### config.mk
export PLATFORM = sky130hd
export DESIGN_NAME = swc_driver_flat
export DESIGN_NICKNAME = d
export VERILOG_FILES = /design/src/rtl/swc_driver_if.sv /design/src/rtl/swc_driver.sv /design/src/flat_wrapper.sv
export SDC_FILE = /design/constraint.sdc
export NUM_CORES = 1
export LEC_CHECK = 0
export BUFFER_PORTS_ARGS = -buffer_cell sky130_fd_sc_hd__buf_2
export CAP_MARGIN = 20
export CORE_MARGIN = 10
export CORE_UTILIZATION = 49
export CTS_BUF_LIST = sky130_fd_sc_hd__clkbuf_2
export CTS_CLUSTER_SIZE = 40
export DETAILED_ROUTE_END_ITERATION = 12
export PLACE_DENSITY = 0.73
export SETUP_SLACK_MARGIN = 0.02
export SKIP_LAST_GASP = 1
export SYNTH_ARGS = -nofsm -noshare
export SYNTH_HDL_FRONTEND = slang
export SYNTH_SLANG_ARGS = --single-unit
### constraint.sdc
create_clock -name clock -period 1.64 [get_ports clock]
set_input_delay 0.082 -clock clock [delete_from_list [all_inputs] [get_ports clock]]
set_output_delay 0.082 -clock clock [all_outputs]
set_load 0.05 [all_outputs]
### src/rtl/swc_driver_if.sv
// ---------------------------------------------------------------------------
// swc_driver_if
// Bundles the command handshake, the stopwatch instruction bus and the
// status outputs of swc_driver into a single interface.
//
// Signals:
//   cmd_valid   command request from the host
//   cmd_ready   driver accepts a command this cycle
//   cmd_value   24-bit start value for the stopwatch counter
//   cmd_dir     0 = count down to zero, 1 = count up to wrap
//   abort       request early stop of a running count
//   swc_inst    instruction to the stopwatch ([11:8] opcode, [7:0] immediate)
//   swc_inst_en swc_inst valid this cycle
//   swc_ready   stopwatch counter next value == 0
//   busy        command in progress
//   done        one-cycle completion pulse
//   aborted     qualifies done: completion was caused by abort
//
// Modports:
//   master  host / stopwatch side (drives commands and swc_ready)
//   slave   driver side (swc_driver)
// ---------------------------------------------------------------------------
interface swc_driver_if;
    logic        cmd_valid;
    logic        cmd_ready;
    logic [23:0] cmd_value;
    logic        cmd_dir;
    logic        abort;
    logic [11:0] swc_inst;
    logic        swc_inst_en;
    logic        swc_ready;
    logic        busy;
    logic        done;
    logic        aborted;

    modport master (
        output cmd_valid, cmd_value, cmd_dir, abort, swc_ready,
        input  cmd_ready, swc_inst, swc_inst_en, busy, done, aborted
    );

    modport slave (
        input  cmd_valid, cmd_value, cmd_dir, abort, swc_ready,
        output cmd_ready, swc_inst, swc_inst_en, busy, done, aborted
    );
endinterface

### src/rtl/swc_driver.sv
// ---------------------------------------------------------------------------
// swc_driver
// Sequences a stopwatch counter: accepts a 24-bit start value and direction,
// loads it into the stopwatch as three byte-wide load instructions, starts
// the count, waits for the stopwatch to report completion (or an abort
// request), and signals completion with a one-cycle done pulse.
//
// Parameters:
//   DirUpEnable  1: cmd_dir selects up/down; 0: every command counts down
//
// Ports:
//   clock   single clock, all state changes on its rising edge
//   reset   asynchronous, active-low reset
//   bus     swc_driver_if.slave: command handshake, stopwatch instruction
//           bus and status (see swc_driver_if.sv)
//
// Every output is a flop. Outputs are decoded from the next state and
// registered, so each output reflects the state the driver is in during
// that cycle while no input reaches an output combinationally.
// ---------------------------------------------------------------------------
module swc_driver #(
    parameter bit DirUpEnable = 1'b1
) (
    input  logic        clock,
    input  logic        reset,
    swc_driver_if.slave bus
);

    localparam logic [3:0] OP_NOP = 4'h0;
    localparam logic [3:0] OP_LD0 = 4'h1;
    localparam logic [3:0] OP_LD1 = 4'h2;
    localparam logic [3:0] OP_LD2 = 4'h3;
    localparam logic [3:0] OP_CCU = 4'h6;
    localparam logic [3:0] OP_CCD = 4'h7;
    localparam logic [3:0] OP_CCS = 4'h8;

    typedef enum logic [3:0] {
        S_INIT = 4'd0,
        S_IDLE = 4'd1,
        S_LD0  = 4'd2,
        S_LD1  = 4'd3,
        S_LD2  = 4'd4,
        S_RUN  = 4'd5,
        S_WAIT = 4'd6,
        S_STOP = 4'd7,
        S_DONE = 4'd8
    } state_e;

    state_e      state_q,       state_d;
    logic [23:0] value_q,       value_d;
    logic        dir_q,         dir_d;      // 1 = count up (already masked)
    logic [11:0] swc_inst_q,    swc_inst_d;
    logic        swc_inst_en_q, swc_inst_en_d;
    logic        cmd_ready_q,   cmd_ready_d;
    logic        busy_q,        busy_d;
    logic        done_q,        done_d;
    logic        aborted_q,     aborted_d;

    // Next-state and command capture
    always_comb begin
        state_d = state_q;
        value_d = value_q;
        dir_d   = dir_q;

        case (state_q)
            S_INIT: begin
                if (bus.swc_ready) begin
                    state_d = S_IDLE;
                end
            end
            S_IDLE: begin
                if (bus.cmd_valid) begin
                    value_d = bus.cmd_value;
                    dir_d   = bus.cmd_dir & DirUpEnable;
                    state_d = S_LD0;
                end
            end
            S_LD0: state_d = S_LD1;
            S_LD1: state_d = S_LD2;
            S_LD2: state_d = S_RUN;
            S_RUN: begin
                // A down count from zero has nothing to count: finish at once.
                if (!dir_q && (value_q == 24'd0)) begin
                    state_d = S_DONE;
                end else begin
                    state_d = S_WAIT;
                end
            end
            S_WAIT: begin
                // Completion wins over a simultaneous abort.
                if (bus.swc_ready) begin
                    state_d = S_DONE;
                end else if (bus.abort) begin
                    state_d = S_STOP;
                end
            end
            S_STOP: state_d = S_DONE;
            S_DONE: state_d = S_IDLE;
            default: state_d = S_INIT;
        endcase
    end

    // Output decode from the upcoming state; registered below
    always_comb begin
        swc_inst_d    = {OP_NOP, 8'h00};
        swc_inst_en_d = 1'b0;
        cmd_ready_d   = 1'b0;
        busy_d        = 1'b0;
        done_d        = 1'b0;
        aborted_d     = 1'b0;

        case (state_d)
            S_IDLE: begin
                cmd_ready_d = 1'b1;
            end
            S_LD0: begin
                busy_d        = 1'b1;
                swc_inst_en_d = 1'b1;
                swc_inst_d    = {OP_LD0, value_d[7:0]};
            end
            S_LD1: begin
                busy_d        = 1'b1;
                swc_inst_en_d = 1'b1;
                swc_inst_d    = {OP_LD1, value_d[15:8]};
            end
            S_LD2: begin
                busy_d        = 1'b1;
                swc_inst_en_d = 1'b1;
                swc_inst_d    = {OP_LD2, value_d[23:16]};
            end
            S_RUN: begin
                busy_d = 1'b1;
                if (dir_d || (value_d != 24'd0)) begin
                    swc_inst_en_d = 1'b1;
                    swc_inst_d    = {(dir_d ? OP_CCU : OP_CCD), 8'h00};
                end
            end
            S_WAIT: begin
                busy_d = 1'b1;
            end
            S_STOP: begin
                busy_d        = 1'b1;
                swc_inst_en_d = 1'b1;
                swc_inst_d    = {OP_CCS, 8'h00};
            end
            S_DONE: begin
                busy_d    = 1'b1;
                done_d    = 1'b1;
                // Only the path through Stop is an aborted completion.
                aborted_d = (state_q == S_STOP);
            end
            default: begin
            end
        endcase
    end

    always_ff @(posedge clock or negedge reset) begin
        if (!reset) begin
            state_q       <= S_INIT;
            value_q       <= 24'd0;
            dir_q         <= 1'b0;
            swc_inst_q    <= 12'h000;
            swc_inst_en_q <= 1'b0;
            cmd_ready_q   <= 1'b0;
            busy_q        <= 1'b0;
            done_q        <= 1'b0;
            aborted_q     <= 1'b0;
        end else begin
            state_q       <= state_d;
            value_q       <= value_d;
            dir_q         <= dir_d;
            swc_inst_q    <= swc_inst_d;
            swc_inst_en_q <= swc_inst_en_d;
            cmd_ready_q   <= cmd_ready_d;
            busy_q        <= busy_d;
            done_q        <= done_d;
            aborted_q     <= aborted_d;
        end
    end

    assign bus.swc_inst    = swc_inst_q;
    assign bus.swc_inst_en = swc_inst_en_q;
    assign bus.cmd_ready   = cmd_ready_q;
    assign bus.busy        = busy_q;
    assign bus.done        = done_q;
    assign bus.aborted     = aborted_q;

endmodule

### src/flat_wrapper.sv
// flat-port wrapper written by rule: the top's interface ports become plain ports
module swc_driver_flat 
#(
    parameter bit DirUpEnable = 1'b1
)
  (clock, reset, bus_cmd_valid, bus_cmd_value, bus_cmd_dir, bus_abort, bus_swc_ready, bus_cmd_ready, bus_swc_inst, bus_swc_inst_en, bus_busy, bus_done, bus_aborted);
  swc_driver_if bus_i ();
  input  logic clock;
  input  logic reset;
  input wire logic [$bits(bus_i.cmd_valid)-1:0] bus_cmd_valid;
  input wire logic [$bits(bus_i.cmd_value)-1:0] bus_cmd_value;
  input wire logic [$bits(bus_i.cmd_dir)-1:0] bus_cmd_dir;
  input wire logic [$bits(bus_i.abort)-1:0] bus_abort;
  input wire logic [$bits(bus_i.swc_ready)-1:0] bus_swc_ready;
  output wire logic [$bits(bus_i.cmd_ready)-1:0] bus_cmd_ready;
  output wire logic [$bits(bus_i.swc_inst)-1:0] bus_swc_inst;
  output wire logic [$bits(bus_i.swc_inst_en)-1:0] bus_swc_inst_en;
  output wire logic [$bits(bus_i.busy)-1:0] bus_busy;
  output wire logic [$bits(bus_i.done)-1:0] bus_done;
  output wire logic [$bits(bus_i.aborted)-1:0] bus_aborted;
  assign bus_i.cmd_valid = bus_cmd_valid;
  assign bus_i.cmd_value = bus_cmd_value;
  assign bus_i.cmd_dir = bus_cmd_dir;
  assign bus_i.abort = bus_abort;
  assign bus_i.swc_ready = bus_swc_ready;
  assign bus_cmd_ready = bus_i.cmd_ready;
  assign bus_swc_inst = bus_i.swc_inst;
  assign bus_swc_inst_en = bus_i.swc_inst_en;
  assign bus_busy = bus_i.busy;
  assign bus_done = bus_i.done;
  assign bus_aborted = bus_i.aborted;
  swc_driver #(.DirUpEnable(DirUpEnable)) u_core (.clock(clock), .reset(reset), .bus(bus_i));
endmodule
-- Word level (Yosys, flattened, before mapping)
Index checks and enable logic that the tools add are counted.
- word-level logic and storage cells: 52
- register bits after elaboration: 46
- output and inout port bits: 17
- input bits: 30
- equality and inequality tests: 16
- reductions and logical operators: 8
- mux-type cells: 19
- operators with widths (cell ; count):
    12-bit case mux with 5 select lines ; 1
    24-bit two-way mux ; 2
    4-bit case mux with 9 select lines ; 1
    4-bit by 3-bit equality test with 1-bit output (second input constant) ; 8
    24-bit logical NOT ; 1
    24-bit nonzero test ; 1
    4-bit two-way mux ; 5
    4-bit by 2-bit equality test with 1-bit output (second input constant) ; 4
    12-bit two-way mux ; 1
    4-bit by 1-bit equality test with 1-bit output (second input constant) ; 2
    4-bit equality test (second input constant) ; 2
    1-bit two-way mux ; 8
    7-bit OR reduction ; 1
    4-bit logical NOT ; 1
    4-bit OR reduction ; 1
    1-bit case mux with 2 select lines ; 1
    1-bit logical AND ; 1
    1-bit logical NOT ; 1
    1-bit logical OR ; 1

-- Logic depth before layout (Yosys ltp)
- word-level depth: 7
- depth in mapped cells: 7
- mapped depth without buffers: 4

-- Least setup slack after synthesis
Ideal clock, no wire load.
- path type: register -> register
- start: register u_core.state_q[1]
- end: register u_core.value_q[0]
- buffers on the path: 3
- period minus slack after synthesis: 1.565 ns
- required time: 1.523 ns
- setup time: 0.117 ns
- cell stages (with the launch flop): 8
- slack: 0.075 ns
- arrival time: 1.448 ns
- cells stage by stage: dfrtp_1 -> buf_6 -> or3_4 -> or2_1 -> buf_2 -> buf_6 -> nand2_1 -> nand2_1
- word-level cells in the longest chain between the ends: 2
- ends and longest elaborated chain (what ; RTL line ; text):
    start: declaration ; swc_driver.sv:49 ; state_e state_q, state_d;
    start signal: assignment ; swc_driver.sv:169 ; state_q <= state_d;
    4-bit by 1-bit equality test with 1-bit output ; swc_driver.sv:65 ; case (state_q)
    24-bit two-way mux ; swc_driver.sv:65 ;
    named net u_core.value_d[0] ; swc_driver.sv:50 ; logic [23:0] value_q, value_d;
    end signal: assignment ; swc_driver.sv:170 ; value_q <= value_d;
    end: declaration ; swc_driver.sv:50 ;
The timed path passes the listed nets, and every way through them passes these cells.

-- Final worst setup path
- start: register u_core.state_q[2]
- end: register u_core.cmd_ready_q (netlist: u_core.bus.cmd_ready)
- word-level cells in the longest chain between the ends: 5
- elaborated cells on any way between the ends: 16
- classes of those cells: eq/ne: 9; mux: 6; reduce/logical: 1
- ends and longest elaborated chain (what ; RTL line ; text):
    4-bit two-way mux ; swc_driver.sv:93 ; end else if (bus.abort) begin
    4-bit two-way mux ; swc_driver.sv:91 ; if (bus.swc_ready) begin
    4-bit case mux with 9 select lines * ; swc_driver.sv:65 ;
    4-bit by 1-bit equality test with 1-bit output * ; swc_driver.sv:112 ; case (state_d)
    1-bit two-way mux * ; swc_driver.sv:112 ;
    named net u_core.cmd_ready_d ; swc_driver.sv:54 ; logic cmd_ready_q, cmd_ready_d;
    end signal: assignment ; swc_driver.sv:174 ; cmd_ready_q <= cmd_ready_d;
    end: declaration ; swc_driver.sv:54 ;
The timed path passes the listed nets; every way through them passes the cells marked *.

==> flow_summary.ini <==
[global_routing]
grt_pass1_vias = 1695
antenna_found_initial = 0
grt_max_degree = 27
overflow = 0
grt_pass1_wl_um = 8260
grtUsageTotal = 0.143

[setup_path]
critPathArrivalTime_ns = 1.89
crit-reg2reg-launch = u_core.state_q[2]$_DFF_PN0_
setup.worst_path.class = reg2reg
r2r_slack_ns = 0.11
start_kind = flip-flop
worst_ep_required_time_ns = 2.00
r2r-end = u_core.bus.cmd_ready$_DFF_PN0_
critPathMaxFanout = 7
reg2reg_depth = 3
crit_path_end_kind = flip-flop

[sta]
slew_viol_final = 0
fmax_mhz = 654
skew_ns = 0.0195
min_period_ns = 1.53
tns_ns = 0
slew_headroom = 0.668
period_share = 0.932
setup_viol = 0
whs_ns = 0.00483
rsz0062_at_grt = false
hold_viol_final = 0
worst_slew_pin_slew_ns = 0.498

[routing]
drc = 0
drt-initial-drc-count = 263
vias_per_cell = 5.15
wl_per_cell_um = 15.2
firstDrtPassIters = 4
ant_nets = 0
via_count = 1710
wl_um = 5040

[clock_tree]
cts_tree = done
clock-sinks = 46
htreeDepth = 2
max-clock-path-buffers = 2
clk_latency_ns = 0.43
cts_buffers = 5
root_buffer = clkbuf_2
path_clk_slew_ns = 0.22

[outcome]
status = complete, no violations

[place]
place_hpwl_um = 3340
io_buffers = 46
place_congestion = 0.827

[floorplan]
fp.dieW_um = 83.0
dieHeight_um = 83.0
rows = 22
core_area_mm2 = 0.00374
ios = 47
die-area_mm2 = 0.00689
start_util = 0.519

[yosys]
ys_async_sr_fraction = 1.00
synth-seq-cells = 46
netlist_area_mm2 = 0.00194
syn_area_per_cell_um2 = 9.72
synth_edf_count = 0
yosysSeqAreaShare = 0.592
synthesis.instances = 200
syn-num-nets = 230
synthFlopType = dfrtp_1
synth_cell_types = 31
yosysWarnings = 0

[hold_path]
min_to = u_core.bus.swc_inst[11]$_DFF_PN0_
hold_path_depth = 3
hp-class = in2reg
min_from = bus_swc_ready

[cells_and_area]
fin_util = 0.699
drive_gt1_frac = 0.254
syn2layout_area_growth_pct = 34.5
n_antenna_cell = 0
final_nets = 313

[power_and_ir_drop]
ir_drop_v = 0.000947
powerDensity_mw_per_mm2 = 1760
p_leak_nw = 1.37
finalPower_mw = 4.60

[flow_run]
maxCapViolations = 0
## through the flow
step	std cells	area, um2	setup slack, ns
finish	332	2620	0.112
global route	332	2620	0.00121
CTS	330	2590	0.0541
detailed placement	295	2280	0.0989
global placement	295	2280	0.148
floorplan	200	1940	0.0751
## what timing repair did
item	in CTS	in global routing
endpoints found under the setup margin	0	6
setup buffers	0	2
gates resized for setup	0	2
endpoints found under the hold margin	54	0
hold buffers	27	0
## registers in the layout, indices dropped and copies added (netlist names)
name                    cells
u_core.dir_q                1
u_core.bus.aborted          1
u_core.bus.cmd_ready        1
u_core.value_q             24
u_core.bus.swc_inst        12
u_core.bus.done             1
u_core.bus.swc_inst_en      1
u_core.state_q              4
u_core.bus.busy             1
## cell usage after synthesis, types with 2 or more instances
library cell  number  area share
a21oi_1            6       0.015
mux2i_1            8       0.041
o41ai_1            2      0.0090
o21ai_0           11       0.028
buf_2              5       0.013
o21a_1             2      0.0077
nor2b_1            2      0.0064
a31oi_1            2      0.0064
nand2_1           80        0.15
buf_6              3       0.017
dfrtp_1           46        0.59
nor3_1             2      0.0051
clkbuf_1           2      0.0039
o211ai_1           2      0.0077
nand2b_1           2      0.0064
nor2_1             4      0.0077
nor4_1             7       0.023
## metal layers
layer	GRT usage	part of all wire	wire length, um	vias to the layer above
li1	-	-	-	840
met1	0.185	0.42	2130	795
met2	0.223	0.49	2460	68
met3	0.0508	0.078	394	7
met4	0.0323	0.0099	50	0
met5	0	0	0	-
## area by class of cell
cell class | count | area, um2
clock inverter | 3 | 16.3
multi-input combinational | 142 | 728
sequential | 46 | 1150
timing repair buffer | 87 | 631
clock buffer | 5 | 25.0
inverter | 1 | 3.75
fill | 309 | 1130
tap | 48 | 60.1
## kinds of logic (layout without fill, tap and decap cells)
group                  Yosys count  count (layout)  synth area share
buffers and inverters           12              96            0.0399
flip-flops                      46              46             0.592
AO/OA/AOI/OAI                   28              28            0.0875
AND/OR/NAND/NOR                106             106             0.239
multiplexers                     8               8            0.0412
## power breakdown
group / switching (mW) / internal [mW] / leakage, nW / total (mW)
registers: 0.309 / 1.60 / 0.590 / 1.91
logic: 1.44 / 0.802 / 0.756 / 2.24
clock network: 0.358 / 0.0970 / 0.0264 / 0.455
total: 2.11 / 2.50 / 1.37 / 4.60
## how the worst max path moves through the flow
stage                                          end  slack [ns]  depth (start not counted)                          from
floorplan              u_core.value_q[0]$_DFF_PN0_        0.08                          7   u_core.state_q[1]$_DFF_PN0_
global placement       u_core.state_q[1]$_DFF_PN0_        0.15                          5  u_core.value_q[16]$_DFF_PN0_
detailed placement     u_core.state_q[1]$_DFF_PN0_         0.1                          5  u_core.value_q[20]$_DFF_PN0_
CTS                    u_core.state_q[1]$_DFF_PN0_        0.05                          5  u_core.value_q[20]$_DFF_PN0_
global route           u_core.state_q[1]$_DFF_PN0_       0.001                          5  u_core.value_q[20]$_DFF_PN0_
finish              u_core.bus.cmd_ready$_DFF_PN0_        0.11                          3   u_core.state_q[2]$_DFF_PN0_
## layout by cell type (no fill, tap or decap), types with 2 or more instances in the layout
cell type / n
mux2i_1: 8
o21a_1: 2
a31oi_1: 2
a21oi_1: 6
dlygate4sd3_1: 27
nor2_1: 4
nand2_1: 80
nor3_1: 2
buf_12: 2
o211ai_1: 2
nor4_1: 5
o21ai_0: 11
nor2b_1: 2
nand2b_1: 2
buf_2: 46
dfrtp_1: 46
nor4_2: 2
o41ai_1: 2
clkbuf_2: 5
buf_4: 12
## worst max-delay path, stage by stage (launching register included)
cell and delay (ns):
dfrtp_1 0.51, or3_4 0.37, or3b_1 0.42, a31oi_1 0.17
(Power assumes the default switching activity.)
